===== src/rtl/rsa_pkg.sv =====
// Shared types and helpers for the modular-exponentiation control slice.
package rsa_pkg;

    typedef enum logic [1:0] {
        IDLE,
        SCAN,
        READY
    } exponent_scanner_states_e;

    function automatic int cnt_width(input int data_width);
        return $clog2(data_width);
    endfunction

endpackage


===== src/rtl/exponent_scanner_msb_encoder.sv =====
// Combinational priority encoder: index of the highest set bit of one chunk.
module msb_encoder #(
    parameter int CHUNK = 32,
    localparam int IW = (CHUNK > 1) ? $clog2(CHUNK) : 1
) (
    input  logic [CHUNK-1:0] chunk,
    output logic [IW-1:0]    idx,
    output logic             nz
);

    // Ascending scan so the highest set bit is the last one written.
    always_comb begin
        idx = '0;
        for (int i = 0; i < CHUNK; i++) begin
            if (chunk[i]) idx = IW'(i);
        end
    end

    assign nz = |chunk;

endmodule


===== src/rtl/exponent_scanner.sv =====
// Exponent-bit source: scans d for its MSB a chunk at a time, then shifts
// d out LSB-first on each inc while counting up to the MSB index.
//
//  state | meaning
//  IDLE  | nothing loaded, waiting for load
//  SCAN  | walking chunks from the top down looking for the MSB
//  READY | r_t_sub_1 valid, serving bits on inc
module exponent_scanner
    import rsa_pkg::*;
#(
    parameter int DATA_WIDTH = 1025,
    parameter int CHUNK      = 32,
    localparam int CW        = cnt_width(DATA_WIDTH)
) (
    input  logic                  clk,
    input  logic                  rst_n,
    input  logic                  ce,
    input  logic                  load,
    input  logic [DATA_WIDTH-1:0] d,
    input  logic                  inc,
    output logic                  r_d_0,
    output logic [CW-1:0]         cnt,
    output logic [CW-1:0]         r_t_sub_1,
    output logic                  scan_done,
    output logic                  zero_exp
);

    localparam int NCHUNK = (DATA_WIDTH + CHUNK - 1) / CHUNK;
    localparam int PW     = NCHUNK * CHUNK;
    localparam int KW     = (NCHUNK > 1) ? $clog2(NCHUNK) : 1;
    localparam int IW     = (CHUNK > 1) ? $clog2(CHUNK) : 1;
    localparam logic [KW-1:0] K_TOP = KW'(NCHUNK - 1);

    exponent_scanner_states_e state;

    logic [DATA_WIDTH-1:0] sh;
    logic [PW-1:0]         copy;
    logic [KW-1:0]         k;
    logic [CHUNK-1:0]      chunk;
    logic [IW-1:0]         enc_idx;
    logic                  enc_nz;
    logic [CW-1:0]         hit_idx;

    // The copy is zero-padded to a whole number of chunks, so the top chunk
    // never reads beyond the exponent.
    assign chunk   = copy[k*CHUNK +: CHUNK];
    assign hit_idx = CW'(int'(k) * CHUNK + int'(enc_idx));
    assign r_d_0   = sh[0];

    msb_encoder #(
        .CHUNK (CHUNK)
    ) u_msb_encoder (
        .chunk (chunk),
        .idx   (enc_idx),
        .nz    (enc_nz)
    );

    always_ff @(posedge clk or negedge rst_n) begin
        if (!rst_n) begin
            state     <= IDLE;
            sh        <= '0;
            copy      <= '0;
            k         <= '0;
            cnt       <= '0;
            r_t_sub_1 <= '0;
            scan_done <= 1'b0;
            zero_exp  <= 1'b0;
        end else if (ce) begin
            if (load) begin
                sh        <= d;
                copy      <= PW'(d);
                cnt       <= '0;
                k         <= K_TOP;
                scan_done <= 1'b0;
                zero_exp  <= 1'b0;
                state     <= SCAN;
            end else begin
                case (state)
                    IDLE: begin
                    end
                    SCAN: begin
                        if (enc_nz) begin
                            r_t_sub_1 <= hit_idx;
                            scan_done <= 1'b1;
                            state     <= READY;
                        end else if (k == '0) begin
                            r_t_sub_1 <= '0;
                            zero_exp  <= 1'b1;
                            scan_done <= 1'b1;
                            state     <= READY;
                        end else begin
                            k <= k - 1'b1;
                        end
                    end
                    READY: begin
                        // Saturating at the MSB keeps r_d_0 on the final 1 bit.
                        if (inc && (cnt != r_t_sub_1)) begin
                            sh  <= sh >> 1;
                            cnt <= cnt + 1'b1;
                        end
                    end
                    default: state <= IDLE;
                endcase
            end
        end
    end

endmodule


===== config.mk =====
export PLATFORM = sky130hd
export DESIGN_NAME = exponent_scanner
export DESIGN_NICKNAME = d
export VERILOG_FILES = /design/src/rtl/rsa_pkg.sv /design/src/rtl/exponent_scanner_msb_encoder.sv /design/src/rtl/exponent_scanner.sv
export SDC_FILE = /design/constraint.sdc
export NUM_CORES = 2
export LEC_CHECK = 0
export BUFFER_PORTS_ARGS = -buffer_cell sky130_fd_sc_hd__buf_2
export CORE_ASPECT_RATIO = 0.75
export CORE_MARGIN = 8
export CORE_UTILIZATION = 57
export DETAILED_ROUTE_END_ITERATION = 16
export PLACE_DENSITY_LB_ADDON = 0.3
export SYNTH_ARGS = -nofsm -noshare
export SYNTH_HDL_FRONTEND = slang
export SYNTH_SLANG_ARGS = --single-unit

===== constraint.sdc =====
create_clock -name clk -period 3.95 [get_ports clk]
set_clock_uncertainty 0.05 [all_clocks]
set_input_delay 0.5925 -clock clk [delete_from_list [all_inputs] [get_ports clk]]
set_output_delay 0.5925 -clock clk [all_outputs]
set_load 0.005 [all_outputs]

# Word level (Yosys, flattened, before mapping)
# Cells that the tools add are included.
# totals
regBits	2082
latch_bits	0
ramBits	0
romBits	0
in_bits	1030
out_inout_bits	25
elab_cells	92
memories	0
# op_classes
add_sub_neg	3
n_mul	0
div_mod_pow	0
magnitude_cmp	0
eq_ne	7
shift	1
n_mux	54
n_bitwise	1
reduce_logical	18
# op_table
cell	n
$mux 1025	3
$shiftx 1056x12->32	1
$mux 5	16
$mux 11	5
$mux 4	8
$reduce_or 32->1	1
$mux 6	4
$mux 3	4
$reduce_and 4->1	3
$add 11x1->11 const B	1
$add 11x5->11	1
$ne 11x11->1	1
$mux 2	5
$reduce_bool 2->1	5
$reduce_and 3->1	3
$mux 1	8
$logic_not 6->1	1
$sub 6x1->6 const B	1
$ne 2x2->1 const B	2
$ne 4x4->1 const B	1
$pmux 2 s2	1
$reduce_bool 3->1	1
$eq 2x1->1 const B	1
$eq 2x2->1 const B	1
other kinds (6)	6

# Depth between registers and ports, before layout
# depth
ltp_word	34
mapped_depth	16
mapped_depth_nobuf	9

# Cells and area by module
# From an unflattened synthesis, not the netlist that was laid out.
# unflattened
cells_unflattened	10007
area_unflattened_um2	94684.6
# by_module_without_submodules
mod	n_inst	cells_each	area_each_um2
exponent_scanner	1	9945	94318.0
msb_encoder	1	62	366.6

# Least setup slack after synthesis
# OpenSTA, ideal clock, no wires.
# synth_timing
path_type	flip-flop to flip-flop
from	reg k[1]
to	reg k[4]
setup_ns	0.079
t_arrival_ns	3.467
t_required_ns	3.821
path_slack_ns	0.354
stages_incl_launch_ff	13
n_path_buf	3
period_less_slack_ns	3.596
path_cell_list	dfrtp_1 > buf_2 > buf_2 > buf_1 > mux4_2 > a22oi_1 > nand2_1 > o311ai_2 > o221ai_2 > a2111o_1 > nor4_4 > and4_1 > mux2i_1
# synth_between
elab_chain_len	5
word_cells_on_any_way	11
# synth_rtl
item	line	text
start, declared	exponent_scanner.sv:38	logic [KW-1:0] k;
start signal, assigned	exponent_scanner.sv:92	k <= k - 1'b1;
parallel branches: the longest is 5 deep, another holds $shiftx 1056x12->32	n/a	
# Parallel ways; which one is timed is not known. The select of a mux whose other input is x is not followed.
# A chain may end at the register's enable or synchronous reset.

# Worst setup path after layout
# layout_timing
from	reg k[0]
to	reg k[4]
# The elaborated chain is that of the path after synthesis.

==> results.rst <==
.. list-table::
   :header-rows: 1

   * - Metric
     - Value
   * - Post-route antenna net violation count
     - 0
   * - Total Die Area
     - around 180000 um2
   * - Seq/Total Area, Yosys
     - 0.548
   * - Final setup viols
     - 0
   * - Max-capacitance violation count
     - 0
   * - First-pass DRT Iterations
     - 9
   * - Clock transition time at the flip-flop clock pins of the worst setup and hold paths
     - 80 ps
   * - Crit path capture type
     - flip-flop
   * - Slew headroom
     - 0.140
   * - H-tree levels
     - 4
   * - Most used cells in the layout excluding fill and tap cells
     - sky130_fd_sc_hd__nand2_1 (3166), sky130_fd_sc_hd__dfrtp_1 (2078), sky130_fd_sc_hd__mux2i_1 (1185), sky130_fd_sc_hd__nor2_1 (1059), sky130_fd_sc_hd__buf_2 (1052)
   * - Startpoint Class
     - flip-flop
   * - Top_reg_cell synth
     - sky130_fd_sc_hd__dfrtp_1
   * - Global-route wire length before repair
     - 601000 um
   * - Die Span Y
     - ~370 um
   * - Number of top-level pins
     - 1055
   * - Fraction of layout instances using a drive strength above 1
     - 0.176
   * - DRC violation count after routing
     - 0
   * - Cell Area, Synth
     - around 95000 um2
   * - Share of synthesized flip-flops with an asynchronous set or reset
     - 1.00
   * - Die boundary width
     - ~490 um
   * - Portion of the clock cycle consumed by the worst path in the final layout
     - 0.987
   * - Clock sink count
     - 2082
   * - Final WL
     - 422000 um
   * - CP bufs+invs
     - 5
   * - Clock tree from TritonCTS
     - yes
   * - Post-synthesis net count
     - between 10000 and 15000
   * - CTS Buf Count
     - a little under 200
   * - Slowest Stage Delay on Critical Path
     - 690 ps
   * - Placed wire-length estimate after detailed placement
     - 295000 um
   * - Vias in the first global route
     - 87741
   * - Core Box Area
     - 165000 um2
   * - Number of flops mapped to enable cells by yosys
     - 0
   * - Tightest Hold Check Type
     - primary input to flip-flop
   * - Starting utilization of the core area
     - 0.575
   * - Number of nets at the end of the flow
     - about 13000
   * - Final Power
     - 74.6 mW
   * - Relative area change from synthesis to final layout
     - 28.4%
   * - Cell class contributing the biggest share of worst-path delay
     - compound AO/OA/AOI/OAI gates
   * - Max FO, Critical Path
     - 7
   * - Syn. warnings
     - 0
   * - Global placement routability congestion
     - 1.06
   * - Synth Instances
     - 9844
   * - CTS Buffer Depth
     - 3
   * - Violation count after the first detailed-route iteration
     - between 10000 and 15000
   * - Core Rows
     - 129
   * - Overall fraction of global-route tracks in use
     - 0.452
   * - Number of distinct library cell variants in the gate-level netlist after synthesis
     - between 70 and 80
   * - Number of max-slew violations in the final report
     - 0
   * - Final routed wire length divided by cell count
     - 29.6 um
   * - Static leakage
     - 59.3 nW
   * - Number of register bits inferred by synthesis
     - ~2100
   * - Power per standard cell area
     - 610 nW/um2
   * - Post-DR vias/cell
     - 6.21
   * - Worst EP arrival
     - around 4600 ps
   * - Achievable clock frequency
     - between 0.2 and 0.3 GHz
   * - Path type of the worst setup path
     - flip-flop to flip-flop
   * - Actual slew at the worst max-slew pin
     - ~1300 ps
   * - Cell area after layout
     - 122000 um2
   * - Worst reg2reg setup slack
     - 50 ps
   * - Mean Syn Cell Area
     - ~9.7 um2
   * - Total grt overflow
     - 0
   * - Fin crit period
     - slightly below 4000 ps
   * - Initial antenna violation count
     - 94
   * - Cell-by-cell listing of the critical path
     - buf_12 -> mux4_2 -> a22o_4 -> a221oi_4 -> buf_6 -> nand3_2 -> o41ai_2 -> buf_4 -> nand4bb_1 -> buf_6 -> nor4_4 -> buf_4 -> and4_1 -> mux2i_1
   * - VDD IR-drop max
     - ~0.49 mV
   * - Largest net degree at the start of global routing
     - 211
   * - Required time reported for the critical path endpoint
     - 4640 ps
   * - CTS root buf
     - sky130_fd_sc_hd__clkbuf_16
   * - Slowest CP cell
     - sky130_fd_sc_hd__mux4_2
   * - Most common cell after layout, fill and taps aside
     - sky130_fd_sc_hd__nand2_1
   * - Outcome
     - completed
   * - Total via count in the routed design
     - 88512
   * - Placed cell areas
     - 105000 um2
   * - Number of port buffers
     - 1054
   * - Count of endpoints failing hold in the final timing report
     - 0
   * - Clock insertion delay at the later pin of the skew report
     - 860 ps
==> path summary, 6_finish.rpt <==
check	from	to	depth (start not counted)
max in group asynchronous	rst_n	copy[964]	4
setup / recovery	k[0]	k[4]	14
hold reg to reg	copy[452]	copy[452]	2
hold / removal	d[966]	copy[966]	3
setup reg to reg	k[0]	k[4]	14
min in group asynchronous	rst_n	sh[519]	2
==> routing by layer <==
metal | vias up | track usage | routed length [um]
met5 | - | 0.00369 | 206
met4 | 32 | 0.279 | 34000
met3 | 1820 | 0.153 | 53300
met2 | 6624 | 0.660 | 181000
met1 | 43205 | 0.585 | 153000
li1 | 36831 | - | -
==> power by group <==
group / leakage (nW) / internal (mW) / switching, mW / total, mW
Combinational: 31.9 / 10.3 / 13.5 / 23.9
Sequential: 24.0 / 25.9 / 4.11 / 30.0
Clock: 3.42 / 11.8 / 8.89 / 20.7
Total: 59.3 / 48.0 / 26.5 / 74.6
==> repair_timing <==
item                                   in CTS  in global routing
setup endpoints to repair                  21                 21
hold buffers                              930                  1
cloned                                      0                  3
setup buffers                              10                 30
resized for setup                          17                 78
pin swaps                                   4                 19
endpoints found under the hold margin     991                  1
==> stage by stage <==
| stage | cells | hold WS, ps | setup WS, ps | setup TNS, ps | util |
|---|---|---|---|---|---|
| 2_1_floorplan | 9844 | 247 | 354 | 0 | - |
| 3_3_place_gp | 12851 | 405 | -333 | -5220 | 0.634 |
| 3_5_place_dp | 12851 | 408 | -354 | -5930 | 0.634 |
| 4_1_cts | 14150 | 0.557 | 1.79 | 0 | 0.734 |
| 5_1_grt | 14243 | 1.35 | -25.2 | -100 | 0.739 |
| 6_report | 14263 | 17.6 | 49.4 | 0 | 0.739 |
==> kinds of logic after synthesis <==
| kind of cell | count (synthesis) | share of synthesized area |
|---|---|---|
| buffers and inverters | 690 | 0.0294 |
| xor gates and xnor gates | 17 | 0.00157 |
| muxes | 1382 | 0.170 |
| DFF | 2082 | 0.548 |
| and+or+nand+nor | 4384 | 0.177 |
| adders and majority gates | 3 | 0.000395 |
| AOI/OAI and AO/OA | 1286 | 0.0741 |
==> state kept, by name (all words and copies together), names as in the netlist <==
signal,cells
copy,1025
sh,1025
cnt,11
r_t_sub_1,11
k,6
state,2
scan_done,1
zero_exp,1
==> worst min-delay path, stage by stage <==
cell and delay, ps:
sky130_fd_sc_hd__buf_2 130, sky130_fd_sc_hd__nand2_1 60, sky130_fd_sc_hd__nand2_1 50
==> cells in the mapped netlist, drive strengths merged (17+ instances only) <==
library cell / count / area share
a221oi: 17 / 0.0016
a22oi: 74 / 0.0058
nand3: 59 / 0.0031
dfrtp: 2082 / 0.55
nand2: 3167 / 0.12
a21oi: 1049 / 0.055
mux2i: 1187 / 0.12
o21ai: 34 / 0.0018
nor2: 1063 / 0.042
a22o: 20 / 0.0018
buf: 102 / 0.0062
clkbuf: 578 / 0.023
mux4: 185 / 0.044
==> area by class of cell <==
class | count | area [um2]
Clock buffer | 277 | 5730
Fill cell | 10951 | 43100
Timing Repair Buffer | 2434 | 19400
Sequential cell | 2082 | 52100
Clock inverter | 82 | 1220
Tap cell | 2227 | 2790
Multi-Input combinational cell | 7072 | 40600
Inverter | 10 | 37.5
Antenna cell | 79 | 198
Note: power is estimated with default switching activity, not from simulation.
